## src/rtl/scanchain_bitstream_shifter_pkg.sv

```systemverilog
`default_nettype none
// ----------------------------------------------------------------------------
// scanchain_bitstream_shifter_pkg : state encoding and default sizing (rev 1.0)
// ----------------------------------------------------------------------------
package scanchain_bitstream_shifter_pkg;

  localparam int unsigned DEFAULT_CHAIN_LENGTH = 6140;
  localparam int unsigned DEFAULT_WORD_WIDTH   = 8;
  localparam int unsigned DEFAULT_ADDR_WIDTH   = 10;

  typedef enum logic [2:0] {
    ST_IDLE  = 3'd0,
    ST_FETCH = 3'd1,
    ST_LOAD  = 3'd2,
    ST_SHIFT = 3'd3,
    ST_DONE  = 3'd4
  } state_e;

  function automatic int unsigned words_needed(input int unsigned bits,
                                               input int unsigned width);
    return (bits + width - 1) / width;
  endfunction

endpackage
`default_nettype wire

```

## src/rtl/scanchain_bitstream_shifter_if.sv

```systemverilog
`default_nettype none
// ----------------------------------------------------------------------------
// scanchain_bitstream_shifter_if : control, memory and scan-chain bundle (rev 1.0)
// ----------------------------------------------------------------------------
interface scanchain_bitstream_shifter_if
  import scanchain_bitstream_shifter_pkg::*;
#(
  parameter int unsigned WORD_WIDTH = DEFAULT_WORD_WIDTH,
  parameter int unsigned ADDR_WIDTH = DEFAULT_ADDR_WIDTH
);

  logic                  start;
  logic                  shift_tick;
  logic                  mem_rd_en;
  logic [ADDR_WIDTH-1:0] mem_addr;
  logic [WORD_WIDTH-1:0] mem_rdata;
  logic                  chain_head;
  logic                  chain_shift_en;
  logic                  busy;
  logic                  done;

  modport master (
    input  start, shift_tick, mem_rdata,
    output mem_rd_en, mem_addr, chain_head, chain_shift_en, busy, done
  );

  modport slave (
    output start, shift_tick, mem_rdata,
    input  mem_rd_en, mem_addr, chain_head, chain_shift_en, busy, done
  );

endinterface
`default_nettype wire

```

## src/rtl/scanchain_tick_sync.sv

```systemverilog
`default_nettype none
// ----------------------------------------------------------------------------
// scanchain_tick_sync : start edge detector and one-deep pending tick (rev 1.0)
// ----------------------------------------------------------------------------
module scanchain_tick_sync (
  input  wire logic clk,
  input  wire logic rst,
  input  wire logic start,
  input  wire logic shift_tick,
  input  wire logic capture_en,
  input  wire logic shift_en,
  output logic      start_rise,
  output logic      tick_accept
);

  logic start_q, start_d;
  logic pending_q, pending_d;

  // A tick seen while the word is being fetched is parked until shifting resumes.
  always_comb begin
    start_d   = start;
    pending_d = capture_en & (pending_q | shift_tick);
  end

  always_ff @(posedge clk) begin
    if (rst) begin
      start_q   <= 1'b0;
      pending_q <= 1'b0;
    end else begin
      start_q   <= start_d;
      pending_q <= pending_d;
    end
  end

  assign start_rise  = start & ~start_q;
  assign tick_accept = shift_en & (shift_tick | pending_q);

endmodule
`default_nettype wire

```

## src/rtl/scanchain_bitstream_shifter.sv

```systemverilog
`default_nettype none
// ----------------------------------------------------------------------------
// scanchain_bitstream_shifter : streams memory words MSB-first into a scan chain (rev 1.0)
// ----------------------------------------------------------------------------
module scanchain_bitstream_shifter
  import scanchain_bitstream_shifter_pkg::*;
#(
  parameter int unsigned CHAIN_LENGTH = DEFAULT_CHAIN_LENGTH,
  parameter int unsigned WORD_WIDTH   = DEFAULT_WORD_WIDTH,
  parameter int unsigned ADDR_WIDTH   = DEFAULT_ADDR_WIDTH
) (
  input  wire logic                      sys_clk,
  input  wire logic                      reset,
  scanchain_bitstream_shifter_if.master  bus
);

  localparam int unsigned c_total_w = $clog2(CHAIN_LENGTH + 1);
  localparam int unsigned c_bit_w   = $clog2(WORD_WIDTH + 1);
  localparam logic [c_total_w-1:0]  c_last_bit  = c_total_w'(CHAIN_LENGTH - 1);
  localparam logic [c_bit_w-1:0]    c_last_slot = c_bit_w'(WORD_WIDTH - 1);
  localparam logic [ADDR_WIDTH-1:0] c_last_word =
      ADDR_WIDTH'(words_needed(CHAIN_LENGTH, WORD_WIDTH) - 1);

  state_e                state_q,   state_d;
  logic [WORD_WIDTH-1:0] shreg_q,   shreg_d;
  logic [c_bit_w-1:0]    bit_cnt_q, bit_cnt_d;
  logic [c_total_w-1:0]  total_q,   total_d;
  logic [ADDR_WIDTH-1:0] addr_q,    addr_d;
  logic                  head_q,    head_d;

  logic start_rise;
  logic tick_accept;
  logic capture_en;
  logic shift_en;

  assign capture_en = (state_q == ST_FETCH) || (state_q == ST_LOAD);
  assign shift_en   = (state_q == ST_SHIFT);

  scanchain_tick_sync u_tick_sync (
    .clk         (sys_clk),
    .rst         (reset),
    .start       (bus.start),
    .shift_tick  (bus.shift_tick),
    .capture_en  (capture_en),
    .shift_en    (shift_en),
    .start_rise  (start_rise),
    .tick_accept (tick_accept)
  );

  always_comb begin
    state_d   = state_q;
    shreg_d   = shreg_q;
    bit_cnt_d = bit_cnt_q;
    total_d   = total_q;
    addr_d    = addr_q;
    head_d    = head_q;
    unique case (state_q)
      ST_IDLE: begin
        addr_d  = '0;
        total_d = '0;
        if (start_rise) state_d = ST_FETCH;
      end
      ST_FETCH: state_d = ST_LOAD;
      ST_LOAD: begin
        shreg_d   = bus.mem_rdata;
        bit_cnt_d = '0;
        state_d   = ST_SHIFT;
      end
      ST_SHIFT: begin
        if (tick_accept) begin
          head_d    = shreg_q[WORD_WIDTH-1];
          shreg_d   = shreg_q << 1;
          bit_cnt_d = bit_cnt_q + c_bit_w'(1);
          total_d   = total_q + c_total_w'(1);
          // Chain-length check wins, so a partial last word is never drained.
          if (total_q == c_last_bit) begin
            state_d = ST_DONE;
          end else if ((bit_cnt_q == c_last_slot) && (addr_q != c_last_word)) begin
            addr_d  = addr_q + ADDR_WIDTH'(1);
            state_d = ST_FETCH;
          end
        end
      end
      ST_DONE: begin
        if (!bus.start) state_d = ST_IDLE;
      end
      default: state_d = ST_IDLE;
    endcase
  end

  always_ff @(posedge sys_clk) begin
    if (reset) begin
      state_q   <= ST_IDLE;
      shreg_q   <= '0;
      bit_cnt_q <= '0;
      total_q   <= '0;
      addr_q    <= '0;
      head_q    <= 1'b0;
    end else begin
      state_q   <= state_d;
      shreg_q   <= shreg_d;
      bit_cnt_q <= bit_cnt_d;
      total_q   <= total_d;
      addr_q    <= addr_d;
      head_q    <= head_d;
    end
  end

  // The new bit is presented in the same cycle as its shift-enable pulse.
  assign bus.chain_head     = tick_accept ? shreg_q[WORD_WIDTH-1] : head_q;
  assign bus.chain_shift_en = tick_accept;
  assign bus.mem_rd_en      = (state_q == ST_FETCH);
  assign bus.mem_addr       = addr_q;
  assign bus.busy           = (state_q == ST_FETCH) || (state_q == ST_LOAD) || (state_q == ST_SHIFT);
  assign bus.done           = (state_q == ST_DONE);

endmodule
`default_nettype wire

```

## src/flat_wrapper.sv

```systemverilog
// flat-port wrapper written by rule: the top's interface ports become plain ports
module scanchain_bitstream_shifter_flat import scanchain_bitstream_shifter_pkg::*;
#(
  parameter int unsigned CHAIN_LENGTH = DEFAULT_CHAIN_LENGTH,
  parameter int unsigned WORD_WIDTH   = DEFAULT_WORD_WIDTH,
  parameter int unsigned ADDR_WIDTH   = DEFAULT_ADDR_WIDTH
)
  (sys_clk, reset, bus_start, bus_shift_tick, bus_mem_rdata, bus_mem_rd_en, bus_mem_addr, bus_chain_head, bus_chain_shift_en, bus_busy, bus_done);
  scanchain_bitstream_shifter_if #(.WORD_WIDTH(WORD_WIDTH), .ADDR_WIDTH(ADDR_WIDTH)) bus_i ();
  input  wire logic sys_clk;
  input  wire logic reset;
  input wire logic [$bits(bus_i.start)-1:0] bus_start;
  input wire logic [$bits(bus_i.shift_tick)-1:0] bus_shift_tick;
  input wire logic [$bits(bus_i.mem_rdata)-1:0] bus_mem_rdata;
  output wire logic [$bits(bus_i.mem_rd_en)-1:0] bus_mem_rd_en;
  output wire logic [$bits(bus_i.mem_addr)-1:0] bus_mem_addr;
  output wire logic [$bits(bus_i.chain_head)-1:0] bus_chain_head;
  output wire logic [$bits(bus_i.chain_shift_en)-1:0] bus_chain_shift_en;
  output wire logic [$bits(bus_i.busy)-1:0] bus_busy;
  output wire logic [$bits(bus_i.done)-1:0] bus_done;
  assign bus_i.start = bus_start;
  assign bus_i.shift_tick = bus_shift_tick;
  assign bus_i.mem_rdata = bus_mem_rdata;
  assign bus_mem_rd_en = bus_i.mem_rd_en;
  assign bus_mem_addr = bus_i.mem_addr;
  assign bus_chain_head = bus_i.chain_head;
  assign bus_chain_shift_en = bus_i.chain_shift_en;
  assign bus_busy = bus_i.busy;
  assign bus_done = bus_i.done;
  scanchain_bitstream_shifter #(.CHAIN_LENGTH(CHAIN_LENGTH), .WORD_WIDTH(WORD_WIDTH), .ADDR_WIDTH(ADDR_WIDTH)) u_core (.sys_clk(sys_clk), .reset(reset), .bus(bus_i));
endmodule
```

## config.mk

```make
export PLATFORM = sky130hd
export DESIGN_NAME = scanchain_bitstream_shifter_flat
export DESIGN_NICKNAME = d
export VERILOG_FILES = /design/src/rtl/scanchain_bitstream_shifter_pkg.sv /design/src/rtl/scanchain_bitstream_shifter_if.sv /design/src/rtl/scanchain_tick_sync.sv /design/src/rtl/scanchain_bitstream_shifter.sv /design/src/flat_wrapper.sv
export SDC_FILE = /design/constraint.sdc
export NUM_CORES = 1
export LEC_CHECK = 0
export CORE_ASPECT_RATIO = 1.2
export CORE_MARGIN = 1
export CORE_UTILIZATION = 59
export CTS_CLUSTER_DIAMETER = 40
export DETAILED_ROUTE_END_ITERATION = 12
export GPL_TIMING_DRIVEN = 0
export PLACE_DENSITY = 0.84
export SYNTH_ARGS = -nofsm -noshare
export SYNTH_HDL_FRONTEND = slang
export SYNTH_SLANG_ARGS = --single-unit
```

## constraint.sdc

```tcl
create_clock -name sys_clk -period 5.1 [get_ports sys_clk]
set_input_delay 0.51 -clock sys_clk [delete_from_list [all_inputs] [get_ports sys_clk]]
set_output_delay 0.51 -clock sys_clk [all_outputs]
set_load 0.02 [all_outputs]
```

==> results.cfg, run 1 <==
[timing]
finalSetupViolCount = 0
tightest_slew_ps = 711
rsz0062_at_grt = false
hold_viol = 0
skew_ps = 5.67
slew_violations = 0
worst_slack_ps = 1960
fmax_ghz = 0.318
relSlewSlack_pct = 52.4
period_minus_slack_ps = 3140
fin_crit_sh_pct = 61.6
tns_ps = 0

[pwr]
clock_power_share_pct = 32.6
peakVddDrop_mv = 0.172
p_comb_share_pct = 14.1
p_seq_share_pct = 53.3
sw_frac_of_total_pct = 26.3
leakagePower_uw = 0.000888
power.internal_uw = 462
switchingPower_uw = 165
p_per_area_mw_per_mm2 = 248

[setup_path]
rr_worst_depth = 6
path_depth = 5
crit_top_cell = clkdlybuf4s50_1
path_max_fanout = 9
path_cells = clkdlybuf4s50_1 > nor2_1 > nor2_2 > mux2_2 > clkdlybuf4s50_1
crit_path_start_kind = input pin
worst-path-buf-inv = 2
worstSetupPathType = input pin to output port
cp.required_ps = 4590
critPathCaptureType = output port
arrival_ps = 2630
cp_slowest_stage_delay_ps = 590
cp_top_family = buffers and inverters
worst_path_max_delay_cell = nor2_1

[detailed_routing]
first_pass_iters = 8
vias = 1995
drt-met1-wl_mm = 2.06
antenna_left = 0
dr_wl_met3_um = 211
maxUsedRoutingLayer = met4
vias_per_cell = 6.14
wl_met2_mm = 2.25
wl_mm = 4.59
wl_per_cell_um = 14.1
drt_iter0_drc = 74
drc = 2

[synth]
syn-num-nets = 271
ys_types = 59
ys_ff_latch = 41
yosysSeqAreaShare_pct = 38.2
synthCells = 256
syn_avg_cell_area_um2 = 8.39
synth_ff_type = dfxtp_1
syn_area_mm2 = 0.00215
async_flop_share_pct = 0
yosys_warnings = 0
synth_edf_count = 0

[final_layout]
fin_cells = 325
n_antenna_cell = 0
final_core_util_pct = 74.4
areaGrowthSynthToFinish_pct = 17.6
drive_above_1_share_pct = 8.68
postLayoutCellArea_mm2 = 0.00252
layout.area.seq_um2 = 821
final_common_cell = dfxtp_1
fill_cells = 276
nets = 303
multiInputGateArea_mm2 = 0.00124
mostFrequentLayoutCells = dfxtp_1, nand2_1, nor2_1

[clock_network]
clockBufferDepth = 2
htree_levels = 2
clock-root-buffer = clkbuf_8
cts_tree = done
cts.sinks = 41
hold_buffers = 0
ctsResizeCount = 0
cts_made_buffers = 5
clock_latency_ps = 290
clk_pin_slew_worst_paths_ps = 70
post_cts_buffers = 0

[global_route]
grt_antenna_before_repair = 0
overflow = 0
grt_pass1_wl_mm = 7.57
grt.total_usage_pct = 25.5
grt_start_max_net_pins = 13
grt_pass1_vias = 1719

[worst_hold_path]
hp-class = flip-flop to flip-flop
holdPathStages = 2

[place]
place_ws_ps = 1980
postPlaceCellArea_mm2 = 0.00244
dp_cells = 318
globalplace.congestion = 0.879
io_buffers = 25
dp_hpwl_mm = 3.34

[job]
maxCapViolations = 0

[floorplan]
core_area_mm2 = 0.00340
die_y_um = 68.1
rows = 23
fp.dieW_um = 57.1
die_area_mm2 = 0.00389
start_util_pct = 63.2
ioPinCount = 27

[status]
status = complete, but fails checks
violations = design-rule violations
[Yosys cell counts (all sizes together), types with 2 or more instances]
cell	number	area share [%]
nor3b	4	1.4
o211ai	2	0.70
o211a	2	0.93
nor2	31	5.5
nand4b	2	0.82
and4	3	1.2
nand3	7	1.6
nor2b	2	0.58
nand2b	2	0.58
clkbuf	8	1.4
or3	3	0.87
a21oi	20	4.7
nand4	7	2.7
inv	4	0.70
xnor2	6	2.4
nor3	7	2.1
nor4	5	2.4
xor2	5	2.0
a311oi	8	3.3
nand2	34	5.9
and4b	2	0.93
buf	5	2.0
or2	4	1.2
or4	2	0.70
ha	3	1.7
o21ai	14	3.3
dfxtp	41	38
nand3b	3	1.6
[power groups by stage]
stage	logic [uW]	registers [uW]	clock network (uW)
final	88.7	334	204
after global routing	96.8	335	220
after CTS	88.3	334	206
after detailed placement	88.2	341	0
after global placement	87.0	341	0
after floorplan	61.8	340	0
[path summary, 6_finish.rpt]
check        slack, ps                         start           endpoint
max               1960                bus_shift_tick     bus_chain_head
min                480             u_core.shreg_q[3]  u_core.shreg_q[4]
max reg2reg       3130  u_core.u_tick_sync.pending_q  u_core.shreg_q[5]
min reg2reg        480             u_core.shreg_q[3]  u_core.shreg_q[4]
[final cells by class]
class	count	area share [%]
Buffer	13	2.87
Timing Repair Buffer	25	9.91
Sequential cell	41	32.5
Tap cell	37	1.83
Clock inverter	1	0.347
Inverter	4	0.595
Clock buffer	6	2.87
Multi-Input combinational cell	198	49.1
[logic make-up (layout without fill, tap and decap cells)]
| kind of cell | Yosys count | count (layout) | share of synthesized area [%] |
|---|---|---|---|
| flops | 41 | 41 | 38.2 |
| buf+inv | 17 | 49 | 4.08 |
| xor+xnor | 11 | 11 | 4.49 |
| compound gates | 61 | 61 | 19.1 |
| mux | 2 | 2 | 0.991 |
| simple gates | 121 | 121 | 31.4 |
| fa+ha+maj | 3 | 3 | 1.75 |
[worst reg2reg max path: cells and delay by family, from the launching register on]
kind                   cells  cell delay [ps]
AO/OA/AOI/OAI              1              220
buffers and inverters      2              320
flip-flops                 1              340
AND/OR/NAND/NOR            3             1010
[through the flow]
| stage | total power (uW) | hold slack, ps |
|---|---|---|
| 2_1_floorplan | 402 | 453 |
| 3_3_place_gp | 428 | 467 |
| 3_5_place_dp | 430 | 474 |
| 4_1_cts | 628 | 484 |
| 5_1_grt | 652 | 505 |
| 6_report | 627 | 484 |
[per-layer routing]
layer | vias to the layer above | track usage [%]
met3 | 10 | 4.54
met5 | - | 0
li1 | 998 | -
met4 | 0 | 13.7
met2 | 51 | 42.9
met1 | 936 | 31.1
[sequential cells by signal, summed over array words and instances, names as in the netlist]
signal / count
u_core.bit_cnt_q: 4
u_core.bus.mem_addr: 10
u_core.head_q: 1
u_core.shreg_q: 8
u_core.state_q: 3
u_core.total_q: 13
u_core.u_tick_sync.pending_q: 1
u_core.u_tick_sync.start_q: 1
No activity file was read; power rests on OpenSTA's default activity.
==> run 2: changes to the inputs <==
- CORE_UTILIZATION: 59 -> 55
- PLACE_DENSITY: 0.84 -> 0.79
- clock period: 5.1 -> 3 ns (I/O delays scaled with it)
==> results.cfg, run 2 (same netlist as run 1, synthesis figures left out) <==
[worst_hold_path]
min-delay-start = reset
min_to = u_core.head_q
hp-class = input pin to flip-flop
holdPathStages = 2

[detailed_routing]
drt_iter0_drc = 96
drt-met1-wl_mm = 2.12
vias_per_cell = 5.70
first_pass_iters = 4
drc = 0
maxUsedRoutingLayer = met4
dr_wl_met3_um = 234
antenna_left = 0
wl_met2_mm = 2.22
wl_mm = 4.64
wl_per_cell_um = 13.6
vias = 1945

[clock_network]
htree_levels = 2
clockBufferDepth = 2
cts.sinks = 41
clock_latency_ps = 300
ctsResizeCount = 0
cts_tree = done
cts_made_buffers = 5
post_cts_buffers = 0
hold_buffers = 0
clock-root-buffer = clkbuf_8
clk_pin_slew_worst_paths_ps = 80

[final_layout]
fill_cells = 312
nets = 303
top_register = u_core.total_q
areaGrowthSynthToFinish_pct = 20.3
largest_reg_flops = 13
final_common_cell = dfxtp_1
n_antenna_cell = 0
mostFrequentLayoutCells = dfxtp_1, nand2_1, nor2_1
drive_above_1_share_pct = 9.34
fin_cells = 341

[pwr]
leakagePower_uw = 0.000904
p_per_area_mw_per_mm2 = 458
peakVddDrop_mv = 0.351

[setup_path]
crit_top_cell = clkdlybuf4s50_1
rr_worst_depth = 6
r2r_setup_slack_ps = 1040
worstSetupPathType = input pin to output port
worst_path_max_delay_cell = clkdlybuf4s50_1
crit_path_start_kind = input pin
path_cells = clkdlybuf4s50_1 > nor2_1 > nor2_2 > mux2_2 > clkdlybuf4s50_1
arrival_ps = 2420
path_max_fanout = 9
r2r-end = u_core.bus.mem_addr[3]
cp.required_ps = 2700
r2r-start = u_core.bus.mem_addr[0]
cp_slowest_stage_delay_ps = 590
critPathCaptureType = output port

[timing]
relSlewSlack_pct = 53.4
fmax_ghz = 0.368
period_minus_slack_ps = 2720
tns_ps = 0
tightest_slew_ps = 696
hold_viol = 0
slew_violations = 0
worst_hold_slack_ps = 359
skew_ps = 5.72
fin_crit_sh_pct = 90.7
finalSetupViolCount = 0
rsz0062_at_grt = false

[global_route]
grt_pass1_vias = 1758
grt_antenna_before_repair = 0
grt_pass1_wl_mm = 7.87
overflow = 0
grt.total_usage_pct = 24.8
grt_start_max_net_pins = 14

[place]
dp_cells = 333
io_buffers = 25
globalplace.congestion = 0.863
dp_hpwl_mm = 3.27

[floorplan]
start_util_pct = 58.1
die_y_um = 70.4
rows = 24
fp.dieW_um = 59.0
ioPinCount = 27
core_area_mm2 = 0.00369
die_area_mm2 = 0.00416

[job]
maxCapViolations = 0

[status]
status = finished clean
-- run 2: worst max-delay path by stage --
stage / start / endpoint / slack (ps) / cells past startpoint
after floorplan: u_core.state_q[2] / u_core.shreg_q[5] / 1210 / 8
after CTS: bus_shift_tick / bus_chain_head / 290 / 5
final: bus_shift_tick / bus_chain_head / 280 / 5
after global placement: bus_shift_tick / bus_chain_head / 300 / 5
after detailed placement: bus_shift_tick / bus_chain_head / 310 / 5
after global routing: bus_shift_tick / bus_chain_head / 200 / 5
-- run 2: metrics by stage --
stage,worst slack [ps],instance area (um2),utilization (%),total power (uW)
2_1_floorplan,1210,2150,-,683
3_3_place_gp,300,2460,66.7,728
5_1_grt,199,2580,69.9,1240
4_1_cts,289,2580,69.9,1190
3_5_place_dp,306,2460,66.7,731
6_report,280,2580,69.9,1180
-- run 2: per-layer routing --
layer	track usage [%]	up-vias
met1	31.3	893
li1	-	990
met3	5.56	7
met2	40.4	55
met4	9.26	0
met5	0	-
-- run 2: area by class of cell --
cell class	count	area [um2]	share of cell area, %
timing repair buffer	25	250	9.69
buffer	13	72.6	2.81
sequential	41	821	31.8
tap	52	65.1	2.52
multi-input combinational	198	1240	48.0
inverter	4	15.0	0.581
clock buffer	6	82.6	3.20
clock inverter	2	37.5	1.45
-- run 2: report_power, final --
| part | total, uW | internal [uW] | switching [uW] |
|---|---|---|---|
| combinational | 152 | 65.3 | 86.7 |
| sequential | 567 | 559 | 7.69 |
| clock | 465 | 270 | 195 |
| total | 1180 | 895 | 289 |
-- run 2: critical path: cells and delay by family --
kind	cells	cell delay, ps
buf+inv	2	1050
mux	1	290
simple gates	2	770
==> run 3: changes to the inputs <==
- MAX_ROUTING_LAYER: default -> met4
==> results.cfg, run 3 (same netlist as run 1, synthesis figures left out) <==
[floorplan]
fp.dieW_um = 59.0
die_y_um = 70.4
die_area_mm2 = 0.00416
ioPinCount = 27
rows = 24
core_area_mm2 = 0.00369
start_util_pct = 58.1

[clock_network]
clk_pin_slew_worst_paths_ps = 80
clockBufferDepth = 2
cts.sinks = 41
clock_latency_ps = 300
post_cts_buffers = 0
hold_buffers = 0
ctsResizeCount = 0
cts_made_buffers = 5
clock-root-buffer = clkbuf_8
cts_tree = done
htree_levels = 2

[setup_path]
cp.required_ps = 2700
crit_path_start_kind = input pin
arrival_ps = 2400
path_max_fanout = 9
worstSetupPathType = input pin to output port
critPathCaptureType = output port

[final_layout]
drive_above_1_share_pct = 9.34
areaGrowthSynthToFinish_pct = 20.3
mostFrequentLayoutCells = dfxtp_1, nand2_1, nor2_1
final_common_cell = dfxtp_1
n_antenna_cell = 0
largest_reg_flops = 13
postLayoutCellArea_mm2 = 0.00258
nets = 303
fill_cells = 312
top_register = u_core.total_q

[detailed_routing]
first_pass_iters = 4
wl_mm = 4.62
drt_iter0_drc = 90
antenna_left = 0
wl_per_cell_um = 13.6
vias_per_cell = 5.65
vias = 1928
drc = 0

[global_route]
grt_pass1_vias = 1758
grt.total_usage_pct = 25.5
grt_antenna_before_repair = 0
grt_pass1_wl_mm = 7.87
grt_start_max_net_pins = 14
overflow = 0

[timing]
fmax_ghz = 0.370
fin_crit_sh_pct = 90.1
tns_ps = 0
tightest_slew_ps = 674
skew_ps = 6.60
period_minus_slack_ps = 2700
slew_violations = 0
worst_slack_ps = 297
finalSetupViolCount = 0
hold_viol = 0
relSlewSlack_pct = 54.9
rsz0062_at_grt = false

[place]
place_ws_ps = 306
globalplace.congestion = 0.877
dp_hpwl_mm = 3.27
postPlaceCellArea_mm2 = 0.00246
io_buffers = 25

[pwr]
peakVddDrop_mv = 0.351
power_uw = 1190
p_per_area_mw_per_mm2 = 459
leakagePower_uw = 0.000904

[job]
maxCapViolations = 0

[status]
status = finished clean

[worst_hold_path]
hp-class = input pin to flip-flop
==> run 3: cell counts in the layout (fill, tap and decap cells not counted) <==
Identical to the previous run, type by type.
==> run 3: area by class of cell <==
cell class / instances / area (um2) / area share, %
Sequential cell: 41 / 821 / 31.8
Multi-Input combinational cell: 198 / 1240 / 48.0
Timing Repair Buffer: 25 / 250 / 9.69
Clock inverter: 2 / 37.5 / 1.45
Inverter: 4 / 15.0 / 0.581
Buffer: 13 / 72.6 / 2.81
Tap cell: 52 / 65.1 / 2.52
Clock buffer: 6 / 82.6 / 3.20
==> run 3: layer usage <==
layer	share of wire (%)	vias up	track usage [%]
met1	46	876	31.2
met2	47	53	40.7
met5	0	-	-
li1	-	991	-
met3	5.0	8	5.56
met4	1.6	0	9.26
==> run 3: final timing paths <==
path | slack (ps) | startpoint | depth (start not counted) | endpoint
setup / recovery | 300 | bus_shift_tick | 5 | bus_chain_head
hold / removal | 360 | reset | 2 | u_core.head_q
setup reg to reg | 1030 | u_core.bus.mem_addr[0] | 6 | u_core.bus.mem_addr[3]
hold reg to reg | 480 | u_core.shreg_q[4] | 2 | u_core.shreg_q[5]
==> run 3: worst max-delay path, stage by stage <==
cell and delay (ps):
clkdlybuf4s50_1 460, nor2_1 560, nor2_2 200, mux2_2 280
clkdlybuf4s50_1 600
==> run 3: per-stage QoR <==
stage / hold slack, ps / cells / util (%)
after global placement: 466 / 333 / 66.7
after CTS: 362 / 341 / 69.9
after floorplan: 428 / 256 / -
final: 361 / 341 / 69.9
after detailed placement: 472 / 333 / 66.7
after global routing: 416 / 341 / 69.9
==> run 3: power breakdown <==
part | switching (uW) | leakage (uW) | total (uW) | internal [uW]
combinational | 86.7 | 0.000515 | 152 | 65.3
sequential | 7.55 | 0.000332 | 567 | 559
clock | 197 | 0.0000574 | 468 | 270
